### config.mk
export PLATFORM = sky130hd
export DESIGN_NAME = sms_reset_sequencer
export DESIGN_NICKNAME = d
export VERILOG_FILES = /design/src/rtl/sms_reset_sequencer.sv
export SDC_FILE = /design/constraint.sdc
export NUM_CORES = 1
export LEC_CHECK = 0
export ABC_AREA = 0
export CORE_ASPECT_RATIO = 1.4
export CORE_MARGIN = 5
export CORE_UTILIZATION = 50
export DETAILED_ROUTE_END_ITERATION = 8
export GPL_TIMING_DRIVEN = 0
export HOLD_SLACK_MARGIN = 0.03
export PLACE_DENSITY = 0.69
export SLEW_MARGIN = 20
export SYNTH_ARGS = -nofsm -noshare
export SYNTH_HDL_FRONTEND = slang
export SYNTH_SLANG_ARGS = --single-unit
### constraint.sdc
create_clock -name clk -period 2.2 [get_ports clk]
set_input_delay 0.22 -clock clk [delete_from_list [all_inputs] [get_ports clk]]
set_output_delay 0.22 -clock clk [all_outputs]
set_load 0.005 [all_outputs]
### src/rtl/sms_reset_sequencer.sv
// sms_reset_sequencer: staggered active-low card reset generator.
// After a hold period, channel a[0] releases first and each following
// channel releases a fixed number of clocks later. A manual reset key
// (trig_n) restarts the whole sequence from the hold period.
// Optional build macro SEQ_DEBOUNCE_EN: when it is defined, trig_n must be
// low for DEBOUNCE_CYCLES consecutive clocks before it takes effect.
`timescale 1ns/1ps
module sms_reset_sequencer #(
  parameter int NUM_CH          = 4,
  parameter int HOLD_CYCLES     = 100,
  parameter int STAGGER_CYCLES  = 10,
  parameter int CNT_W           = 16,
  parameter int DEBOUNCE_CYCLES = 8
) (
  input  logic              clk,
  input  logic              rst,
  input  logic              trig_n,
  output logic [NUM_CH-1:0] a,
  output logic              busy,
  output logic              done
);

  localparam int IDX_W = (NUM_CH > 1) ? $clog2(NUM_CH) : 1;
  localparam longint unsigned CNT_MAX = (64'd1 << CNT_W) - 64'd1;

  // The counter must be able to hold every configured period.
  if (longint'(HOLD_CYCLES) > longint'(CNT_MAX) ||
      longint'(STAGGER_CYCLES) > longint'(CNT_MAX) ||
      longint'(DEBOUNCE_CYCLES) > longint'(CNT_MAX)) begin : g_cnt_w_too_small
    $error("sms_reset_sequencer: CNT_W too small for configured cycle counts");
  end

  typedef enum logic [1:0] {
    ST_HOLD    = 2'd0,
    ST_STAGGER = 2'd1,
    ST_RUN     = 2'd2
  } state_t;

  state_t            state_reg;
  logic [CNT_W-1:0]  cnt_reg;
  logic [IDX_W-1:0]  idx_reg;
  logic              sync1_reg;
  logic              trig_s;
  logic              force_req;
  logic [NUM_CH-1:0] rel_mask;

  // Two-flop synchronizer for the asynchronous manual reset key.
  always_ff @(posedge clk) begin
    if (rst) begin
      sync1_reg <= 1'b1;
      trig_s    <= 1'b1;
    end else begin
      sync1_reg <= trig_n;
      trig_s    <= sync1_reg;
    end
  end

`ifdef SEQ_DEBOUNCE_EN
  logic [CNT_W-1:0] deb_cnt_reg;

  // Count consecutive low samples of trig_s; any high sample clears it.
  always_ff @(posedge clk) begin
    if (rst || trig_s) begin
      deb_cnt_reg <= '0;
    end else if (deb_cnt_reg < CNT_W'(DEBOUNCE_CYCLES - 1)) begin
      deb_cnt_reg <= deb_cnt_reg + CNT_W'(1);
    end
  end

  // The request takes effect on the DEBOUNCE_CYCLES-th consecutive low sample
  // and stays in effect while trig_s remains low; release is immediate.
  assign force_req = ~trig_s & (deb_cnt_reg >= CNT_W'(DEBOUNCE_CYCLES - 1));
`else
  // Any single low sample of the synchronized key is a restart request.
  assign force_req = ~trig_s;
`endif

  // One-hot mask selecting the channel addressed by the stagger index.
  for (genvar gi = 0; gi < NUM_CH; gi++) begin : g_rel_mask
    assign rel_mask[gi] = (idx_reg == IDX_W'(gi));
  end

  // Sequencing FSM: hold all channels, then release them one by one.
  always_ff @(posedge clk) begin
    if (rst || force_req) begin
      state_reg <= ST_HOLD;
      cnt_reg   <= '0;
      idx_reg   <= '0;
      a         <= '0;
      busy      <= 1'b1;
      done      <= 1'b0;
    end else begin
      case (state_reg)
        ST_HOLD: begin
          if (cnt_reg == CNT_W'(HOLD_CYCLES - 1)) begin
            a[0]    <= 1'b1;
            cnt_reg <= '0;
            idx_reg <= IDX_W'(1);
            if (NUM_CH == 1) begin
              state_reg <= ST_RUN;
              busy      <= 1'b0;
              done      <= 1'b1;
            end else begin
              state_reg <= ST_STAGGER;
            end
          end else begin
            cnt_reg <= cnt_reg + CNT_W'(1);
          end
        end
        ST_STAGGER: begin
          if (cnt_reg == CNT_W'(STAGGER_CYCLES - 1)) begin
            a       <= a | rel_mask;
            cnt_reg <= '0;
            if (idx_reg == IDX_W'(NUM_CH - 1)) begin
              state_reg <= ST_RUN;
              busy      <= 1'b0;
              done      <= 1'b1;
            end else begin
              idx_reg <= idx_reg + IDX_W'(1);
            end
          end else begin
            cnt_reg <= cnt_reg + CNT_W'(1);
          end
        end
        ST_RUN: begin
          a    <= '1;
          busy <= 1'b0;
          done <= 1'b1;
        end
        default: begin
          state_reg <= ST_HOLD;
          cnt_reg   <= '0;
          idx_reg   <= '0;
          a         <= '0;
          busy      <= 1'b1;
          done      <= 1'b0;
        end
      endcase
    end
  end

endmodule
# After elaboration in Yosys (flattened, before gate mapping)
# Index checks and enable logic that the tools add are counted.
[op_classes]
bitwise = 4
add_sub_neg = 2
reduce_logical = 8
n_eq_ne = 11
n_mux = 20
[ops]
columns = ["operator", "count"]
rows = [
  ["$pmux 16 s3", 1],
  ["$mux 16", 2],
  ["$add 16x1->16 const B", 1],
  ["$eq 16x4->1 const B", 1],
  ["$eq 16x7->1 const B", 1],
  ["$pmux 2 s3", 2],
  ["$mux 2", 5],
  ["$pmux 1 s3", 3],
  ["$pmux 3 s3", 1],
  ["$ne 2x2->1 const B", 4],
  ["$reduce_and 4->1", 2],
  ["$eq 2x2->1 const B", 3],
  ["$mux 1", 5],
  ["$eq 2x1->1 const B", 2],
  ["$logic_not 2->1", 2],
  ["$mux 4", 1],
  ["$or 4x4->4", 1],
  ["$reduce_and 2->1", 2],
  ["$not 1->1", 3],
  ["$reduce_and 3->1", 1],
  ["$add 2x1->2 const B", 1],
  ["$logic_or 1x1->1", 1],
]
[totals]
out_inout_bits = 6
input_bits = 3
reg_bits = 28
elab_cells = 54

# Depth between registers and ports, before layout
[logic_depth]
ltp_word = 4
ltp_mapped = 8
mapped_depth_nobuf = 7

# Least setup slack after synthesis
# Ideal clock, no wire load.
[synth_timing]
path_kind = "register to register"
startpoint = "register cnt_reg[14]"
endpoint = "register cnt_reg[11]"
path_slack_ns = 0.456
setup_ns = 0.130
t_arrival_ns = 1.615
required_time_ns = 2.070
path_stages_with_launch = 7
path_cell_list = "dfxtp_1 -> nor4_2 -> nand4_2 -> a32o_2 -> buf_6 -> a41oi_1 -> a31oi_1"
[synth_between]
elab_chain_len = 3
word_cells_on_any_way = 5
[synth_lines]
columns = ["item", "line", "rtl"]
rows = [
  ["start, declared", "40", "logic [CNT_W-1:0] cnt_reg;"],
  ["start signal, assigned", "107", "cnt_reg <= cnt_reg + CNT_W'(1);"],
  ["start signal, assigned", "122", "cnt_reg <= cnt_reg + CNT_W'(1);"],
  ["$eq 16x4->1 / $eq 16x7->1 (equally long branches)", "111, 95", ""],
  ["$mux 16 (on tied branches)", "111, 95", ""],
  ["$pmux 16 s3 (*)", "93", "case (state_reg)"],
]
# Mark *: on every way between the ends. The rest lies on a longest branch, timed or not.
# A chain may end at the register's enable or synchronous reset.

# Final worst setup path
[layout_timing]
startpoint = "register cnt_reg[0]"
endpoint = "register cnt_reg[2]"
[layout_between]
elab_chain_len = 3
word_cells_on_any_way = 6
[layout_lines]
columns = ["item", "line"]
rows = [
  ["$add 16x1->16, or another cell as far along", "107, 122"],
  ["$mux 16 (on tied branches)", "111, 95"],
  ["$pmux 16 s3 (*)", "93"],
]
# Marks and branches as above.

==> flow_metrics.py <==
metrics = {
    "clock_tree": {
        "cts_resized": 0,
        "cts_setup_buffers": 0,
        "cts_sinks": 28,
        "hold_buffers": 0,
        "cts_htree_levels": 1,
        "cts_tree": "built",
        "worst_skew_pair.late_latency_ps": 270,
        "cts_buffers": 3,
        "clockRootBuffer": "clkbuf_8",
        "clock_path_buffers": 2,
        "clkTransAtPathRegs_ps": 100,
    },
    "worst_setup_path": {
        "worstSetupStartpointType": "flip-flop",
        "cp.required_ps": 2360,
        "setup.worst_path.class": "reg -> reg",
        "endpoint_kind": "flip-flop",
        "rrSetupSlack_ps": 220,
        "arrival_ps": 2140,
        "reg2reg_depth": 6,
        "crit_path_max_fanout": 6,
    },
    "layout": {
        "nFillCells": 264,
        "seq_area_um2": 561,
        "area_growth_pct": 12.0,
        "final_cell_count_no_fill": 218,
        "multiInputGateArea_um2": 886,
        "antennaDiodeCount": 0,
        "nets": 195,
        "drive_gt1_share_pct": 8.84,
        "largest_reg_flops": 16,
    },
    "sta": {
        "max_freq_mhz": 505,
        "relSlewSlack_pct": 60.1,
        "setup_viol": 0,
        "fin_setup_tns_ps": 0,
        "min_period_ps": 1980,
        "fin_hold_ws_ps": 423,
        "final.setup.worst_slack_ps": 221,
        "clock_skew_ps": 7.33,
        "hold_viol_final": 0,
        "rsz0062_at_grt": "no",
        "finalCritPeriodShare_pct": 89.9,
        "tightest_slew_ps": 593,
        "report.final.slew_viol_count": 0,
    },
    "floorplanning": {
        "boundaryPins": 9,
        "initial_core_util_pct": 52.5,
        "die_w_um": 56.5,
        "rows": 23,
        "fp.dieArea_mm2": 0.00424,
        "core_area_mm2": 0.00288,
        "die_h_um": 75.0,
    },
    "global_route": {
        "grt_pass1_vias": 1304,
        "grt_pass1_wl_um": 5450,
        "grt_antenna_before_repair": 0,
        "grtUsageTotal_pct": 15.8,
        "grt_overflow_total": 0,
        "grt_max_degree": 16,
    },
    "drt": {
        "vias": 1277,
        "drt_iter0_markers": 20,
        "viasPerCell": 5.86,
        "drc": 0,
        "antenna_left": 0,
        "wl_per_cell_um": 14.4,
        "detail_route.first_pass.iterations": 5,
        "wirelength_um": 3130,
    },
    "logic_synthesis": {
        "avgSynthCellArea_um2": 8.94,
        "synthCells": 169,
        "ys_warn_count": 0,
        "synth_edf_count": 0,
        "synth.most_common_cell": "dfxtp_1",
        "netlist.area_leader.share_pct": 37.1,
        "syn-num-nets": 182,
        "async_flop_share_pct": 0,
        "synth_ff_type": "dfxtp_1",
        "synth-seq-cells": 28,
        "netlist_top_cells_count": "28 x dfxtp_1, 14 x a21oi_1, 13 x nand2_1",
        "synth.cell_area_mm2": 0.00151,
        "synth.area.top_cells": "dfxtp_1 37%, ha_1 8.3%, a21oi_1 4.6%, a31oi_1 3.3%, nand2_1 3.2%",
        "synth_top_area_cell": "dfxtp_1",
        "synth_cell_types": 44,
        "yosysSeqAreaShare_pct": 37.1,
    },
    "flow_run": {
        "drv_cap": 0,
    },
    "power": {
        "switching_share_pct": 21.1,
        "p_seq_share_pct": 59.1,
        "switching_power_uw": 184,
        "p_total_uw": 876,
        "clock_power_share_pct": 35.7,
        "p_leak_nw": 0.600,
        "vdd_drop_max_v": 0.000312,
        "power_density_mw_per_mm2": 518,
        "pwr-share-comb_pct": 5.1,
        "p_int_uw": 692,
    },
    "placement": {
        "dp_slack_ps": 236,
        "place_congestion": 0.843,
        "hpwl_um": 2370,
        "io_buffers": 8,
        "dp_cells": 214,
    },
    "status": {
        "status": "finished clean",
    },
    "hold_path": {
        "min_path_cells": 1,
        "worstHoldPathType": "reg -> reg",
    },
}
-- logic make-up (layout without fill, tap and decap cells) --
group / count (synthesis) / after routing / share of synthesized area (%)
buffers and inverters: 15 / 27 / 4.23
multiplexers: 1 / 1 / 0.663
flip-flops: 28 / 28 / 37.1
adder cells (fa/ha/maj): 10 / 10 / 8.29
AND/OR/NAND/NOR: 65 / 65 / 24.8
XOR/XNOR: 6 / 6 / 3.48
AO/OA/AOI/OAI: 44 / 44 / 21.5
-- power groups by stage --
| stage | registers (mW) | clock network (mW) | logic (mW) |
|---|---|---|---|
| after floorplan | 0.528 | 0 | 0.0327 |
| after detailed placement | 0.530 | 0 | 0.0450 |
| after global placement | 0.529 | 0 | 0.0436 |
| after global routing | 0.519 | 0.344 | 0.0507 |
| final | 0.518 | 0.313 | 0.0448 |
| after CTS | 0.518 | 0.318 | 0.0453 |
-- layer usage --
| metal | up-vias | GRT usage (%) | share of wire, % |
|---|---|---|---|
| li1 | 637 | - | - |
| met1 | 621 | 17.1 | 46 |
| met2 | 13 | 29.8 | 51 |
| met3 | 6 | 3.09 | 1.5 |
| met4 | 0 | 6.60 | 1.2 |
| met5 | - | 0 | 0 |
-- final timing paths --
kind         startpoint         end
max          cnt_reg[0]  cnt_reg[2]
min           sync1_reg      trig_s
max reg2reg  cnt_reg[0]  cnt_reg[2]
min reg2reg   sync1_reg      trig_s
-- worst max-delay path, cell delays in order (launching register included) --
cell	delay, ps
dfxtp_1	420
ha_1	220
and4b_1	240
nand4_2	180
a221oi_4	440
nand2b_1	290
nor2_1	80
-- layout by cell type (no fill, tap or decap), drive strengths merged, types with 2 or more instances in the layout --
| cell type | netlist | routed |
|---|---|---|
| clkdlybuf4s50 | 0 | 8 |
| a41oi | 2 | 2 |
| nand3 | 9 | 9 |
| nor2b | 2 | 2 |
| nor2 | 12 | 12 |
| o32ai | 2 | 2 |
| or2 | 2 | 2 |
| dfxtp | 28 | 28 |
| inv | 10 | 10 |
| a211oi | 3 | 3 |
| nand2 | 13 | 13 |
| a21oi | 14 | 14 |
| o21ai | 5 | 5 |
| ha | 10 | 10 |
| xnor2 | 2 | 2 |
| nand2b | 7 | 7 |
| a31oi | 8 | 8 |
| or3 | 2 | 2 |
| nand4 | 5 | 5 |
| nor4 | 4 | 4 |
| a221oi | 2 | 2 |
| xor2 | 4 | 4 |
| nor3 | 4 | 4 |
| clkbuf | 4 | 8 |
-- area by class of cell --
cell class / count / area share (%)
Clock buffer: 4 / 3.25
Sequential cell: 28 / 33.1
Timing Repair Buffer: 8 / 4.73
Inverter: 10 / 2.22
Buffer: 5 / 1.55
Tap cell: 37 / 2.74
Multi-Input combinational cell: 126 / 52.4
-- metrics by stage --
stage | area [µm²] | util, %
4_1_cts | 1690 | 58.8
3_3_place_gp | 1640 | 56.9
6_report | 1690 | 58.8
2_1_floorplan | 1510 | -
5_1_grt | 1690 | 58.8
3_5_place_dp | 1640 | 56.9
Note: power is estimated with default switching activity, not from simulation.
